===== config.mk =====
export PLATFORM = sky130hd
export DESIGN_NAME = microcode_sequencer_flat
export DESIGN_NICKNAME = d
export VERILOG_FILES = /design/src/rtl/microcode_sequencer_if.sv /design/src/rtl/microcode_sequencer.sv /design/src/flat_wrapper.sv
export SDC_FILE = /design/constraint.sdc
export NUM_CORES = 1
export LEC_CHECK = 0
export BUFFER_PORTS_ARGS = -buffer_cell sky130_fd_sc_hd__buf_4
export CAP_MARGIN = 25
export CORE_MARGIN = 1.5
export CORE_UTILIZATION = 45
export DETAILED_ROUTE_END_ITERATION = 7
export MAX_ROUTING_LAYER = met4
export PLACE_DENSITY = 0.93
export RECOVER_POWER = 50
export SETUP_SLACK_MARGIN = 0.2
export SYNTH_ARGS = -nofsm -noshare
export SYNTH_HDL_FRONTEND = slang
export SYNTH_SLANG_ARGS = --single-unit

===== constraint.sdc =====
create_clock -name clk -period 2.7 [get_ports clk]
set_input_delay 0.135 -clock clk [delete_from_list [all_inputs] [get_ports clk]]
set_output_delay 0.135 -clock clk [all_outputs]
set_load 0.02 [all_outputs]

===== src/rtl/microcode_sequencer_if.sv =====
// Bus between the microcode sequencer and its surroundings: instruction
// fields, flags, memory handshake, microcode ROM port and status outputs.
interface microcode_sequencer_if #(
   parameter int OPCODE_WIDTH = 4,
   parameter int MSTEP_WIDTH  = 3,
   parameter int CW_WIDTH     = 27,
   parameter int COUNT_WIDTH  = 16
);
   logic [OPCODE_WIDTH-1:0]             opcode;
   logic                                flag_zero;
   logic                                flag_carry;
   logic                                flag_negative;
   logic                                mem_ready;
   logic                                step_mode;
   logic                                resume;
   logic [CW_WIDTH-1:0]                 ucode_word;
   logic [OPCODE_WIDTH+MSTEP_WIDTH-1:0] ucode_addr;
   logic [CW_WIDTH-1:0]                 control_word;
   logic [2:0]                          state;
   logic [MSTEP_WIDTH-1:0]              microstep;
   logic                                halted;
   logic                                fault;
   logic                                retired;
   logic [COUNT_WIDTH-1:0]              retire_count;

   // Sequencer side
   modport master (
      input  opcode, flag_zero, flag_carry, flag_negative, mem_ready,
             step_mode, resume, ucode_word,
      output ucode_addr, control_word, state, microstep, halted, fault,
             retired, retire_count
   );

   // Datapath / ROM / debug side
   modport slave (
      output opcode, flag_zero, flag_carry, flag_negative, mem_ready,
             step_mode, resume, ucode_word,
      input  ucode_addr, control_word, state, microstep, halted, fault,
             retired, retire_count
   );
endinterface


===== src/rtl/microcode_sequencer.sv =====
// Microcode sequencer: fetch / decode / execute control FSM that walks a
// per-opcode microprogram, gates conditional PC loads on the flags, counts
// retired instructions and halts on HALT, single-step or microstep overflow.
module microcode_sequencer #(
   parameter int OPCODE_WIDTH = 4,
   parameter int MSTEP_WIDTH  = 3,
   parameter int CW_WIDTH     = 27,
   parameter int HALT_BIT     = 26,
   parameter int LAST_BIT     = 25,
   parameter int LOAD_PC_BIT  = 23,
   parameter int CHK_Z_BIT    = 10,
   parameter int CHK_C_BIT    = 9,
   parameter int CHK_N_BIT    = 8,
   parameter logic [CW_WIDTH-1:0] FETCH0_CW  = '0,
   parameter logic [CW_WIDTH-1:0] FETCH1_CW  = '0,
   parameter logic [CW_WIDTH-1:0] DECODE0_CW = '0,
   parameter int COUNT_WIDTH  = 16
) (
   input  logic                  clk,
   input  logic                  reset,
   microcode_sequencer_if.master bus
);
   localparam int MAX_STEPS = 2 ** MSTEP_WIDTH;

   typedef enum logic [2:0] {
      S_RESET    = 3'd0,
      S_FETCH_0  = 3'd1,
      S_FETCH_1  = 3'd2,
      S_DECODE_0 = 3'd3,
      S_DECODE_1 = 3'd4,
      S_EXECUTE  = 3'd5,
      S_WAIT     = 3'd6,
      S_HALT     = 3'd7
   } state_t;

   state_t                  state_reg, state_next;
   logic [MSTEP_WIDTH-1:0]  microstep_reg;
   logic [OPCODE_WIDTH-1:0] opcode_q_reg;
   logic                    fault_reg;
   logic [COUNT_WIDTH-1:0]  retire_count_reg;

   logic                    halt_bit, last_bit, at_max_step;
   logic                    chk_any, chk_pass;
   logic [CW_WIDTH-1:0]     cw_exec;

   assign halt_bit    = bus.ucode_word[HALT_BIT];
   assign last_bit    = bus.ucode_word[LAST_BIT];
   assign at_max_step = (microstep_reg == MSTEP_WIDTH'(MAX_STEPS - 1));

   // Conditional PC load: when any flag check is requested, the load survives
   // only if at least one of the checked flags is set.
   always_comb begin
      chk_any  = bus.ucode_word[CHK_Z_BIT] | bus.ucode_word[CHK_C_BIT] |
                 bus.ucode_word[CHK_N_BIT];
      chk_pass = (bus.ucode_word[CHK_Z_BIT] & bus.flag_zero)  |
                 (bus.ucode_word[CHK_C_BIT] & bus.flag_carry) |
                 (bus.ucode_word[CHK_N_BIT] & bus.flag_negative);
      cw_exec  = bus.ucode_word;
      if (chk_any && !chk_pass)
         cw_exec[LOAD_PC_BIT] = 1'b0;
   end

   // State register
   always_ff @(posedge clk or posedge reset) begin
      if (reset)
         state_reg <= S_RESET;
      else
         state_reg <= state_next;
   end

   // Next-state logic
   always_comb begin
      state_next = state_reg;
      case (state_reg)
         S_RESET:    state_next = S_FETCH_0;
         S_FETCH_0:  state_next = S_FETCH_1;
         S_FETCH_1:  state_next = bus.mem_ready ? S_DECODE_0 : S_WAIT;
         S_WAIT:     state_next = bus.mem_ready ? S_DECODE_0 : S_WAIT;
         S_DECODE_0: state_next = S_DECODE_1;
         S_DECODE_1: state_next = S_EXECUTE;
         S_EXECUTE: begin
            if (halt_bit)
               state_next = S_HALT;
            else if (last_bit)
               state_next = bus.step_mode ? S_HALT : S_FETCH_0;
            else if (at_max_step)
               state_next = S_HALT;
         end
         S_HALT:     state_next = bus.resume ? S_FETCH_0 : S_HALT;
         default:    state_next = S_RESET;
      endcase
   end

   // Moore/Mealy outputs: per-state control word, halt and retire strobes
   always_comb begin
      bus.control_word = '0;
      bus.halted       = 1'b0;
      bus.retired      = 1'b0;
      case (state_reg)
         S_FETCH_0:  bus.control_word = FETCH0_CW;
         S_FETCH_1:  bus.control_word = FETCH1_CW;
         S_DECODE_0: bus.control_word = DECODE0_CW;
         S_EXECUTE: begin
            bus.control_word = cw_exec;
            bus.retired      = last_bit & ~halt_bit;
         end
         S_HALT:     bus.halted = 1'b1;
         default:    bus.control_word = '0;
      endcase
   end

   // Datapath registers: latched opcode, microstep, sticky fault, retire count
   always_ff @(posedge clk or posedge reset) begin
      if (reset) begin
         microstep_reg    <= '0;
         opcode_q_reg     <= '0;
         fault_reg        <= 1'b0;
         retire_count_reg <= '0;
      end else begin
         case (state_reg)
            S_DECODE_1: begin
               opcode_q_reg  <= bus.opcode;
               microstep_reg <= '0;
            end
            S_EXECUTE: begin
               if (!halt_bit) begin
                  if (last_bit) begin
                     retire_count_reg <= retire_count_reg + 1'b1;
                     microstep_reg    <= '0;
                  end else begin
                     microstep_reg <= microstep_reg + 1'b1;
                     if (at_max_step)
                        fault_reg <= 1'b1;
                  end
               end
            end
            S_HALT: begin
               if (bus.resume)
                  fault_reg <= 1'b0;
            end
            default: ;
         endcase
      end
   end

   assign bus.state        = state_reg;
   assign bus.microstep    = microstep_reg;
   assign bus.fault        = fault_reg;
   assign bus.retire_count = retire_count_reg;
   assign bus.ucode_addr   = {opcode_q_reg, microstep_reg};
endmodule

===== src/flat_wrapper.sv =====
// flat-port wrapper written by rule: the top's interface ports become plain ports
module microcode_sequencer_flat 
#(
   parameter int OPCODE_WIDTH = 4,
   parameter int MSTEP_WIDTH  = 3,
   parameter int CW_WIDTH     = 27,
   parameter int HALT_BIT     = 26,
   parameter int LAST_BIT     = 25,
   parameter int LOAD_PC_BIT  = 23,
   parameter int CHK_Z_BIT    = 10,
   parameter int CHK_C_BIT    = 9,
   parameter int CHK_N_BIT    = 8,
   parameter logic [CW_WIDTH-1:0] FETCH0_CW  = '0,
   parameter logic [CW_WIDTH-1:0] FETCH1_CW  = '0,
   parameter logic [CW_WIDTH-1:0] DECODE0_CW = '0,
   parameter int COUNT_WIDTH  = 16
)
  (clk, reset, bus_opcode, bus_flag_zero, bus_flag_carry, bus_flag_negative, bus_mem_ready, bus_step_mode, bus_resume, bus_ucode_word, bus_ucode_addr, bus_control_word, bus_state, bus_microstep, bus_halted, bus_fault, bus_retired, bus_retire_count);
  microcode_sequencer_if #(.OPCODE_WIDTH(OPCODE_WIDTH), .MSTEP_WIDTH(MSTEP_WIDTH), .CW_WIDTH(CW_WIDTH), .COUNT_WIDTH(COUNT_WIDTH)) bus_i ();
  input  logic clk;
  input  logic reset;
  input wire logic [$bits(bus_i.opcode)-1:0] bus_opcode;
  input wire logic [$bits(bus_i.flag_zero)-1:0] bus_flag_zero;
  input wire logic [$bits(bus_i.flag_carry)-1:0] bus_flag_carry;
  input wire logic [$bits(bus_i.flag_negative)-1:0] bus_flag_negative;
  input wire logic [$bits(bus_i.mem_ready)-1:0] bus_mem_ready;
  input wire logic [$bits(bus_i.step_mode)-1:0] bus_step_mode;
  input wire logic [$bits(bus_i.resume)-1:0] bus_resume;
  input wire logic [$bits(bus_i.ucode_word)-1:0] bus_ucode_word;
  output wire logic [$bits(bus_i.ucode_addr)-1:0] bus_ucode_addr;
  output wire logic [$bits(bus_i.control_word)-1:0] bus_control_word;
  output wire logic [$bits(bus_i.state)-1:0] bus_state;
  output wire logic [$bits(bus_i.microstep)-1:0] bus_microstep;
  output wire logic [$bits(bus_i.halted)-1:0] bus_halted;
  output wire logic [$bits(bus_i.fault)-1:0] bus_fault;
  output wire logic [$bits(bus_i.retired)-1:0] bus_retired;
  output wire logic [$bits(bus_i.retire_count)-1:0] bus_retire_count;
  assign bus_i.opcode = bus_opcode;
  assign bus_i.flag_zero = bus_flag_zero;
  assign bus_i.flag_carry = bus_flag_carry;
  assign bus_i.flag_negative = bus_flag_negative;
  assign bus_i.mem_ready = bus_mem_ready;
  assign bus_i.step_mode = bus_step_mode;
  assign bus_i.resume = bus_resume;
  assign bus_i.ucode_word = bus_ucode_word;
  assign bus_ucode_addr = bus_i.ucode_addr;
  assign bus_control_word = bus_i.control_word;
  assign bus_state = bus_i.state;
  assign bus_microstep = bus_i.microstep;
  assign bus_halted = bus_i.halted;
  assign bus_fault = bus_i.fault;
  assign bus_retired = bus_i.retired;
  assign bus_retire_count = bus_i.retire_count;
  microcode_sequencer #(.OPCODE_WIDTH(OPCODE_WIDTH), .MSTEP_WIDTH(MSTEP_WIDTH), .CW_WIDTH(CW_WIDTH), .HALT_BIT(HALT_BIT), .LAST_BIT(LAST_BIT), .LOAD_PC_BIT(LOAD_PC_BIT), .CHK_Z_BIT(CHK_Z_BIT), .CHK_C_BIT(CHK_C_BIT), .CHK_N_BIT(CHK_N_BIT), .FETCH0_CW(FETCH0_CW), .FETCH1_CW(FETCH1_CW), .DECODE0_CW(DECODE0_CW), .COUNT_WIDTH(COUNT_WIDTH)) u_core (.clk(clk), .reset(reset), .bus(bus_i));
endmodule

# Word-level counts from Yosys, hierarchy flattened

Index checks and enable logic that the tools add are counted.

Register bits: 27
Latch bits: 0
Memory bits (writable): 0
Memory bits (read-only): 0
Bits of input ports: 39
Output and inout port bits: 59
Logic and storage cells: 57
Memories kept: 0

Add/sub/neg operators: 2
Multipliers: 0
Divide/modulo/power cells: 0
Order comparisons: 0
Equal/unequal tests: 13
Shifts and indexed selects: 0
Mux-type cells: 19
Bitwise operators: 9
Reduce and logical (&&, ||, !) cells: 9

Operators with widths:

| operator                                      | number |
|---|---|
| 2-to-1 mux 27 bit                             | 1 |
| 2-to-1 mux 3 bit                              | 8 |
| one-hot mux 3 bit (7 select lines)            | 1 |
| adder 16 x 1 -> 16 bit, second input constant | 1 |
| == test 3 bit, second input constant          | 5 |
| 2-to-1 mux 1 bit                              | 7 |
| == test 3 x 2 -> 1 bit, second input constant | 2 |
| != test 2 bit, second input constant          | 3 |
| one-hot mux 3 bit (2 select lines)            | 1 |
| AND reduction 5 bit                           | 1 |
| bitwise AND 1 bit                             | 4 |
| != test 4 x 3 -> 1 bit, second input constant | 1 |
| bitwise OR 1 bit                              | 4 |
| nonzero test 2 bit                            | 2 |
| adder 3 x 1 -> 3 bit, second input constant   | 1 |
| == test 3 x 1 -> 1 bit, second input constant | 1 |
| zero test 3 bit                               | 1 |
| AND reduction 3 bit                           | 1 |
| != test 2 x 1 -> 1 bit, second input constant | 1 |
| one-hot mux 1 bit (2 select lines)            | 1 |
| AND reduction 2 bit                           | 1 |
| OR reduction 2 bit                            | 1 |
| logical AND 1 bit                             | 1 |
| zero test 1 bit                               | 1 |
| NOT 1 bit                                     | 1 |

# Logic depth before layout (Yosys ltp)

Word-level depth: 7
Gate-level depth with buffers: 6
Gate-level depth less buffers: 6

# Worst setup path before layout

Ideal clock, no wire load.

Path kind: flip-flop to flip-flop
Start: register u_core.state_reg[2], in the netlist u_core.bus.state[2]
End: register u_core.retire_count_reg[10], in the netlist u_core.bus.retire_count[10]
Setup time: 0.080 ns
Data arrival time: 1.878 ns
Required time: 2.620 ns
Slack: 0.742 ns
Stages on the path, launching flop included: 7
Path buffers: 2
Period minus slack after synthesis: 1.958 ns
Path through: dfrtp_1 -> buf_4 -> or3b_4 -> or3_1 -> buf_6 -> nor4_4 -> xor2_1

Word-level cells in the longest chain between the ends: 2

Ends and longest elaborated chain:

| item                                 | RTL line                   | source |
|---|---|---|
| start, declared                      | microcode_sequencer.sv:36  | `state_t state_reg, state_next;` |
| start signal, assigned               | microcode_sequencer.sv:68  | `state_reg <= state_next;` |
| == test 3 bit                        | microcode_sequencer.sv:120 | `case (state_reg)` |
| AND reduction 3 bit (no source line) | -                          |  |
| end signal, assigned                 | microcode_sequencer.sv:128 | `retire_count_reg <= retire_count_reg + 1'b1;` |
| end, declared                        | microcode_sequencer.sv:40  | `logic [COUNT_WIDTH-1:0] retire_count_reg;` |

No other way between the ends.
A chain may end at the register's enable or synchronous reset.

# Final worst setup path

Start: register u_core.state_reg[1], in the netlist u_core.bus.state[1]
End: output bus_control_word[23]

Word-level cells in the longest chain between the ends: 2

Ends and longest elaborated chain:

| item              | RTL line                  | source |
|---|---|---|
| == test 3 bit     | microcode_sequencer.sv:99 | `case (state_reg)` |
| 2-to-1 mux 27 bit | microcode_sequencer.sv:99 |  |
| end, declared     | flat_wrapper.sv:31        | `output wire logic [$bits(bus_i.control_word)-1:0] bus_control_word;` |

No other way between the ends.

==> impl_results.md <==
- Critical-path cell list: nand2b_1 > nor2_1 > buf_4 > and3_1 > buf_4
- Largest register FFs: 16
- Fmax: 442 MHz
- Rows: 20
- CTS max path bufs: 2
- PwrDens: 807 nW/um^2
- VDD IR max: 603 uV
- R2R Path Start: u_core.bus.state[1]
- CP required: 2.57 ns
- Num CTS Buffers: 3
- Top cell type's share of synthesized area: 44.5%
- FF-to-FF End: u_core.bus.retire_count[10]
- First-pass GRT wire length: 6290 um
- Max incr delay on CP: 0.51 ns
- Max Clock Skew: 0.00885 ns
- Worst-path fanout max: 17
- R2R setup slack: 0.72 ns
- Drt first pass iters: 4
- Tmin final: 2.26 ns
- Latest clock arrival within the worst-skew pair: 0.33 ns
- Nets: 292
- Number of synthesized register bits: 27
- Seq/Total Area, Yosys: 44.5%
- Starting Density: 48.5%
- Ranking of synthesized cells by area: dfrtp_1 (45%), and2_1 (10%), xor2_1 (6.3%)
- Slew @ Worst Pin: 1.25 ns
- Gpl congestion: 0.893
- Fin crit share: 83.9%
- Die area: 3730 um^2
- Synth Flop Type: dfrtp_1
- Fin util: 70.0%
- IO Pins: 98
- Max-slew violation count: 0
- Post-DP HPWL: 3210 um
- Status: completed
- Vias in the first global route: 1,509
- Asr flop ratio synth: 100%
- Critical path origin: u_core.bus.state[1]
- Min-Delay Path Depth: 2
- Yosys top cell by area: dfrtp_1
- Share of post-route cells with drive strength above 1: 33.7%
- Cell area after placement: 2250 um^2
- Hold/Removal Path Class: in -> reg
- RSZ-0062 raised after global routing: false
- DIE HEIGHT: 61.1 um
- CTS tree: done
- Critical Path AT: 2.13 ns
- # setup viols final: 0
- Reg clk slew, reported paths: 0.14 ns
- Buffers on Ports: 97
- Crit-path slowest cell: dfrtp_1
- Cell area after layout: 2190 um^2
- Hold Vio Cnt, Final: 0
- Synth warnings: 0
- Diode count: 0
- Core Area: 3130 um^2
- GRT Residual Overflow: 0
- Max-Cap Viols: 0
- Syn-to-layout area delta: 44.2%
- PostCTS Resize Cnt: 0
- Num Clock Sinks: 27
- Vias per cell: 5.16
- Slew Limit Headroom: 16.7%
- DRC viols: 0
- Cell mode on critical path: buf_4
- R2R cell count: 4
- Setup TNS: 0 ns
- Total number of vias: 1,513
- Mapped Cells: 154
- Initial DRC Count: 73
- Avg WL per Cell: 13.6 um
- H-tree levels: 1
- Total GRT Usage: 22.9%
- Syn nets: 196
- Most numerous cell in the Yosys netlist: dfrtp_1
- Post-CTS Setup Bufs: 0
- Post-Syn Area: 1520 um^2
- Mapped Avg Cell Area: 9.86 um^2
- Post-DRT Antenna Nets: 0
- Post-synth EDFFs: 0
- Initial antenna violation count: 0
- Worst hold start: bus_opcode[2]
- Setup Crit Path Kind: reg -> out
- CTS Root Cell: clkbuf_4
- CP startpoint kind: flop
- Crit end category: output port
- Hold_ws: 0.0271 ns
- Largest net degree at the start of global routing: 28
- Synth cell count leaders: dfrtp_1 (27), and2_1 (25), nand2_1 (14)
- Library cells used by synthesis: 35
- Die span in x: 61.1 um
- Leak: 1.10 nW
- WHS Endpoint: u_core.opcode_q_reg[2]
- WL final: 3980 um
==> layout by cell type, fill, tap and decap left out <==
cell / n
o22a_1: 1
buf_4: 69
inv_1: 6
a21oi_1: 2
a22o_1: 1
nand2b_1: 2
or3_1: 1
nand4b_1: 2
nand4_1: 1
o31ai_1: 2
clkbuf_4: 4
clkinvlp_4: 1
dfrtp_1: 27
and4_1: 2
or2b_1: 1
dlygate4sd3_1: 1
ha_1: 3
or4b_2: 1
xor2_1: 11
nor4_4: 1
or3b_4: 1
nor2_1: 10
nor3_2: 1
a222oi_1: 1
and2_1: 25
a31oi_1: 1
o21ai_0: 4
nor3b_2: 1
xnor2_1: 4
nand2_1: 14
and3_1: 2
clkbuf_1: 29
nand3_1: 4
a22oi_1: 2
mux2_2: 5
nor3_1: 6
==> worst max-delay path by stage <==
stage,endpoint,depth (start not counted)
6_report,bus_control_word[23],5
5_1_grt,bus_control_word[23],5
4_1_cts,bus_control_word[23],5
3_5_place_dp,u_core.bus.retire_count[10],4
3_3_place_gp,u_core.bus.retire_count[10],4
2_1_floorplan,u_core.bus.retire_count[10],6
==> critical path: cells and delay by family, from the launching register on <==
family | cells | cell delay, ns
simple gates | 3 | 0.88
buf+inv | 2 | 0.41
flops | 1 | 0.51
==> where the power goes <==
group          internal (W)  total [W]  switching (W)  leakage, nW
sequential         0.000506   0.000634       0.000128        0.339
combinational      0.000393   0.000952       0.000559        0.743
clock             0.0000567   0.000180       0.000123       0.0139
total              0.000955    0.00177       0.000810         1.10
==> logic make-up (layout without fill, tap and decap cells) <==
group | count (synthesis) | in the layout | synth area share, %
AO/OA/AOI/OAI | 14 | 14 | 6.18
XOR/XNOR | 15 | 15 | 8.66
adder cells (fa/ha/maj) | 3 | 3 | 2.47
buffers and inverters | 15 | 110 | 5.36
flip-flops | 27 | 27 | 44.5
multiplexers | 5 | 5 | 3.71
AND/OR/NAND/NOR | 75 | 75 | 29.1
==> area by class of cell <==
type | count | area, um^2
fill | 277 | 940
multi-input combinational | 112 | 761
sequential | 27 | 676
timing repair buffer | 100 | 644
tap | 44 | 55.1
clock buffer | 3 | 22.5
inverter | 6 | 22.5
clock inverter | 1 | 7.51
==> stage by stage <==
step | worst slack [ns] | instances | total power [W]
3_5_place_dp | 0.755 | 287 | 0.00168
3_3_place_gp | 0.827 | 287 | 0.00165
2_1_floorplan | 0.742 | 154 | 0.00125
4_1_cts | 0.399 | 291 | 0.00186
6_report | 0.436 | 293 | 0.00177
5_1_grt | 0.228 | 293 | 0.00188
==> repair_timing <==
item                                    CTS  global route
endpoints found under the setup margin    0             0
endpoints found under the hold margin     0            27
hold buffers                              0             1
==> routing by layer <==
metal	track usage, %	routed length, um	vias up
met1	25.9	1540	725
li1	-	-	707
met5	-	0	-
met4	6.83	48	0
met3	4.41	261	6
met2	40.7	2130	75
Note: power is estimated with default switching activity, not from simulation.
